`src/rtl/mem_access_if.sv`:
```
// mem_access_if: byte-wide RAM bus between the memory stage and its data RAM.
interface mem_access_if;
  logic [31:0] ram_addr_o;
  logic [7:0]  ram_dout_o;
  logic [7:0]  ram_din_i;
  logic        ram_we_o;
  modport master (output ram_addr_o, ram_dout_o, ram_we_o, input ram_din_i);
  modport slave  (input ram_addr_o, ram_dout_o, ram_we_o, output ram_din_i);
endinterface

```
`src/rtl/mem_access.sv`:
```
// mem_access: pipeline memory stage, serialising loads/stores over a byte-wide RAM.
module mem_access #(
  parameter logic [6:0] LOAD_OP  = 7'b0000011,
  parameter logic [6:0] STORE_OP = 7'b0100011
) (
  input  logic        clk,
  input  logic        rst,
  input  logic [4:0]  mem_wd_i,
  input  logic        mem_wreg_i,
  input  logic [31:0] mem_wdata_i,
  input  logic [6:0]  mem_opcode_i,
  input  logic [2:0]  mem_funct3_i,
  input  logic [31:0] mem_mem_addr_i,
  mem_access_if.master ram,
  output logic        stall_req_o,
  output logic [4:0]  wb_wd_o,
  output logic        wb_wreg_o,
  output logic [31:0] wb_wdata_o
);
  typedef enum logic [1:0] {IDLE, ACCESS, DONE} state_t;
  state_t state;
  logic [2:0] cnt, n;
  logic [1:0] idx;
  logic [31:0] rbuf, ld_val;
  logic is_load, is_store, mem_op, acc, act;
  assign is_load  = mem_opcode_i == LOAD_OP;
  assign is_store = mem_opcode_i == STORE_OP;
  assign mem_op   = is_load || is_store;
  assign acc      = (is_load && (mem_funct3_i[2] ? !mem_funct3_i[1] : mem_funct3_i[1:0] != 2'b11))
                 || (is_store && !mem_funct3_i[2] && mem_funct3_i[1:0] != 2'b11);
  assign n        = mem_funct3_i[1] ? 3'd4 : mem_funct3_i[0] ? 3'd2 : 3'd1;
  assign idx      = cnt[1:0] - 2'd1;
  assign act      = state == ACCESS && cnt < n;
  // Read data lags its address by one cycle, so byte cnt-1 lands while cnt is presented.
  always_ff @(posedge clk or negedge rst) begin
    if (!rst) begin
      state <= IDLE;
      cnt   <= '0;
      rbuf  <= '0;
    end else begin
      case (state)
        IDLE: if (acc) begin
          state <= ACCESS;
          cnt   <= '0;
          rbuf  <= '0;
        end
        ACCESS: begin
          cnt <= cnt + 3'd1;
          if (is_load && cnt != 3'd0) rbuf[{idx, 3'b000} +: 8] <= ram.ram_din_i;
          if (is_load ? cnt == n : cnt == n - 3'd1) state <= DONE;
        end
        DONE: begin
          state <= IDLE;
          cnt   <= '0;
        end
        default: state <= IDLE;
      endcase
    end
  end
  assign ld_val = mem_funct3_i == 3'b000 ? {{24{rbuf[7]}}, rbuf[7:0]}
                : mem_funct3_i == 3'b001 ? {{16{rbuf[15]}}, rbuf[15:0]}
                : mem_funct3_i == 3'b100 ? {24'd0, rbuf[7:0]}
                : mem_funct3_i == 3'b101 ? {16'd0, rbuf[15:0]}
                : rbuf;
  assign ram.ram_addr_o = act ? mem_mem_addr_i + {29'd0, cnt} : '0;
  assign ram.ram_dout_o = act && is_store ? mem_wdata_i[{cnt[1:0], 3'b000} +: 8] : '0;
  assign ram.ram_we_o   = rst && act && is_store;
  assign stall_req_o    = rst && (state == ACCESS || (state == IDLE && acc));
  assign wb_wd_o        = mem_wd_i;
  assign wb_wreg_o      = rst && (state == DONE ? is_load && mem_wreg_i
                                                : state == IDLE && !mem_op && mem_wreg_i);
  assign wb_wdata_o     = state == DONE ? (is_load ? ld_val : '0)
                        : state == IDLE && !mem_op ? mem_wdata_i : '0;
endmodule

```
`src/flat_wrapper.sv`:
```
// flat-port wrapper written by rule: the top's interface ports become plain ports
module mem_access_flat 
#(
  parameter logic [6:0] LOAD_OP  = 7'b0000011,
  parameter logic [6:0] STORE_OP = 7'b0100011
)
  (clk, rst, mem_wd_i, mem_wreg_i, mem_wdata_i, mem_opcode_i, mem_funct3_i, mem_mem_addr_i, stall_req_o, wb_wd_o, wb_wreg_o, wb_wdata_o, ram_ram_addr_o, ram_ram_dout_o, ram_ram_we_o, ram_ram_din_i);
  mem_access_if ram_i ();
  input  logic clk;
  input  logic rst;
  input  logic [4:0] mem_wd_i;
  input  logic mem_wreg_i;
  input  logic [31:0] mem_wdata_i;
  input  logic [6:0] mem_opcode_i;
  input  logic [2:0] mem_funct3_i;
  input  logic [31:0] mem_mem_addr_i;
  output logic stall_req_o;
  output logic [4:0] wb_wd_o;
  output logic wb_wreg_o;
  output logic [31:0] wb_wdata_o;
  output wire logic [$bits(ram_i.ram_addr_o)-1:0] ram_ram_addr_o;
  output wire logic [$bits(ram_i.ram_dout_o)-1:0] ram_ram_dout_o;
  output wire logic [$bits(ram_i.ram_we_o)-1:0] ram_ram_we_o;
  input wire logic [$bits(ram_i.ram_din_i)-1:0] ram_ram_din_i;
  assign ram_ram_addr_o = ram_i.ram_addr_o;
  assign ram_ram_dout_o = ram_i.ram_dout_o;
  assign ram_ram_we_o = ram_i.ram_we_o;
  assign ram_i.ram_din_i = ram_ram_din_i;
  mem_access #(.LOAD_OP(LOAD_OP), .STORE_OP(STORE_OP)) u_core (.clk(clk), .rst(rst), .mem_wd_i(mem_wd_i), .mem_wreg_i(mem_wreg_i), .mem_wdata_i(mem_wdata_i), .mem_opcode_i(mem_opcode_i), .mem_funct3_i(mem_funct3_i), .mem_mem_addr_i(mem_mem_addr_i), .ram(ram_i), .stall_req_o(stall_req_o), .wb_wd_o(wb_wd_o), .wb_wreg_o(wb_wreg_o), .wb_wdata_o(wb_wdata_o));
endmodule
```
`config.mk`:
```
export PLATFORM = sky130hd
export DESIGN_NAME = mem_access_flat
export DESIGN_NICKNAME = d
export VERILOG_FILES = /design/src/rtl/mem_access_if.sv /design/src/rtl/mem_access.sv /design/src/flat_wrapper.sv
export SDC_FILE = /design/constraint.sdc
export NUM_CORES = 1
export LEC_CHECK = 0
export ABC_AREA = 1
export ABC_CLOCK_PERIOD_IN_PS = 2700
export CAP_MARGIN = 20
export CORE_UTILIZATION = 40
export DETAILED_ROUTE_END_ITERATION = 10
export PLACE_DENSITY = 0.78
export SLEW_MARGIN = 40
export SYNTH_ARGS = -nofsm -noshare
export SYNTH_HDL_FRONTEND = slang
export SYNTH_SLANG_ARGS = --single-unit
```
`constraint.sdc`:
```
create_clock -name clk -period 2.7 [get_ports clk]
set_input_delay 0.54 -clock clk [delete_from_list [all_inputs] [get_ports clk]]
set_output_delay 0.54 -clock clk [all_outputs]
set_load 0.05 [all_outputs]
```
==> results.sh <==
export IMPL_outcome="complete, but fails checks"
export IMPL_violations="setup timing"
export IMPL_grt_ovfl_total=0
export IMPL_drtPass1Iterations=7
export IMPL_die_area_mm2=0.0110
export IMPL_drt_iter0_markers=649
export IMPL_die_w_um=105
export IMPL_cp_arrival_ps=2340
export IMPL_dp_final_hpwl_um=14000
export IMPL_required_ps=2160
export IMPL_grt_max_degree=38
export IMPL_io_buffers=159
export IMPL_wire_per_inst_um=21.2
export IMPL_die_y_um=105
export IMPL_cts_root_buf="clkbuf_8"
export IMPL_power_leakage_nw=3.88
export IMPL_ys_types=35
export IMPL_placed_area_mm2=0.00747
export IMPL_slew_headroom=0.513
export IMPL_worstSetupPathType="in2out"
export IMPL_worst_pin_slew_ps=725
export IMPL_h_tree_depth=2
export IMPL_clockBufferDepth=2
export IMPL_postCtsHoldBufs=0
export IMPL_synth_seq_cells=37
export IMPL_grtUsageTotal=0.354
export IMPL_drv_slew=0
export IMPL_power_density_mw_per_mm2=544
export IMPL_hp_class="in2async"
export IMPL_num_rows=37
export IMPL_synth_top_area_cell="dfrtp_1"
export IMPL_drc=0
export IMPL_core_mm2=0.0103
export IMPL_start_util=0.411
export IMPL_skew_ps=7.96
export IMPL_place_ws_ps=-494
export IMPL_ioPinCount=170
export IMPL_avgViaCountPerCell=5.99
export IMPL_grt_pass1_vias=5806
export IMPL_drive_gt1_frac=0.376
export IMPL_p_total_w=0.00465
export IMPL_timing_final_crit_share=1.07
export IMPL_syn_area_per_cell_um2=5.72
export IMPL_synth_cells=738
export IMPL_yosys_top_cells_area="dfrtp_1 22%, nand2_1 21%, nor2_1 11%, nand3_1 7.6%, a21oi_1 5.5%"
export IMPL_wirelength_um=23400
export IMPL_cts_tree="done"
export IMPL_grt_pass1_wl_um=30500
export IMPL_nets=1070
export IMPL_finalSetupViolCount=20
export IMPL_ys_warn_count=0
export IMPL_maxCapViolCount=0
export IMPL_area_growth_synth_to_final_pct=102
export IMPL_syn_area_mm2=0.00422
export IMPL_ant_nets=0
export IMPL_utilization=0.831
export IMPL_clock_fmax_ghz=0.347
export IMPL_antenna_found_initial=1
export IMPL_vdd_drop_max_uv=377
export IMPL_final_cell_area_mm2=0.00854
export IMPL_critPathCaptureType="output pin"
export IMPL_critical_path_max_fanout=3
export IMPL_clk_insertion_delay_late_ps=310
export IMPL_cts_sinks=37
export IMPL_cts_buffers=5
export IMPL_synth_edf_count=0
export IMPL_finalHoldViolCount=0
export IMPL_synth_ff_type="dfrtp_1"
export IMPL_synthArstFlopShare=1.00
export IMPL_fin_hold_ws_ps=365
export IMPL_worst_slack_ps=-180
export IMPL_num_vias=6621
export IMPL_yosysTopAreaCellShare=0.219
export IMPL_synth_nets=841
export IMPL_rsz0062_at_grt="true"
export IMPL_gp_congestion=0.924
export IMPL_start_kind="primary input"
export IMPL_clk_pin_slew_worst_paths_ps=80
export IMPL_yosysSeqAreaShare=0.219
export IMPL_layout_min_cycle_time_ps=2880
[placed cells by master (no fill, tap or decap), types with 7 or more instances in the layout]
cell type and n:
o21ai_0 17, inv_1 51, nand2_1 201, nor2_4 34
nor2_1 76, ha_1 7, nand3_1 62, nand2_2 37
nand2_4 7, a21oi_1 29, o21ai_4 18, o21bai_1 7
buf_4 71, or2_2 10, buf_6 12, dfrtp_1 36
clkdlybuf4s50_1 60, a21oi_4 15, inv_2 9, dlymetal6s2s_1 18
o21ai_2 8, buf_12 80, nand4_1 9, nor2_2 18
[sequential cells by signal (all words and copies together), names as in the netlist]
signal        cells
u_core.cnt        3
u_core.rbuf      32
u_core.state      2
[power breakdown]
group,internal (W),switching [W]
logic,0.00142,0.00200
clock network,0.000372,0.000234
registers,0.000583,0.0000347
[path summary, 6_finish.rpt]
path | cells after the start | start | to | slack (ps)
worst max-delay path | 8 | mem_mem_addr_i[22] | ram_ram_addr_o[30] | -180
worst min-delay path | 2 | rst | u_core.rbuf[9]$_DFFE_PN0P_ | 370
worst max register to register | 9 | u_core.cnt[0]$_DFFE_PN0P_ | u_core.rbuf[9]$_DFFE_PN0P_ | 450
worst min register to register | 2 | u_core.rbuf[28]$_DFFE_PN0P_ | u_core.rbuf[28]$_DFFE_PN0P_ | 470
max in group asynchronous | 2 | rst | u_core.cnt[2]$_DFFE_PN0P_ | 1980
min in group clk | 2 | u_core.rbuf[28]$_DFFE_PN0P_ | u_core.rbuf[28]$_DFFE_PN0P_ | 470
[kinds of logic after synthesis]
group,after synthesis,share of synthesized area
AOI/OAI and AO/OA,108,0.138
buffers and inverters,96,0.0999
xor gates and xnor gates,7,0.0145
and+or+nand+nor,477,0.488
adders and majority gates,13,0.0403
DFF,37,0.219
[per-layer routing]
metal	GRT usage	vias up	wire length, µm
li1	-	2826	-
met1	0.455	3012	8380
met2	0.578	604	10400
met3	0.0605	179	2870
met4	0.166	0	1800
met5	0	-	0
[synth_stat cells (all sizes together), types with 2 or more instances]
cell,n
a21oi,46
nor3,3
inv,66
nand2,245
o31ai,7
nand4,9
o21ai,47
xnor2,6
or2,19
clkbuf,5
dfrtp,37
o21bai,8
buf,24
nand3b,2
nor2,128
ha,12
nand3,68
and2,3
[worst max-delay path, cell delays in order]
cell and delay, ps:
clkdlybuf4s50_1 570, nand2_1 120, nor2_1 240, nand2_1 130, nor2_1 220, nand4_1 190, a21oi_4 190, buf_12 150
[stage by stage]
stage                     setup TNS [ps]  std cells
after floorplan                    -1600        738
after global placement            -19150       1076
after detailed placement          -20670       1076
after CTS                          -1360       1101
after global routing               -3060       1105
final                              -1020       1105
[repair_timing]
item / 4_1_cts / 5_1_grt
pin swaps: 24 / 40
cloned: 5 / 0
buffers inserted: 12 / 9
resized for setup: 95 / 117
setup endpoints to repair: 65 / 74
[area by class of cell]
type / instances / area, µm²
Multi-Input combinational cell: 606 / 3800
Clock buffer: 5 / 68.8
Sequential cell: 37 / 927
Fill cell: 507 / 1730
Antenna cell: 1 / 2.50
Clock inverter: 3 / 68.8
Timing Repair Buffer: 250 / 3230
Inverter: 67 / 277
Tap cell: 136 / 170
Power figures use the tool's default switching activity.
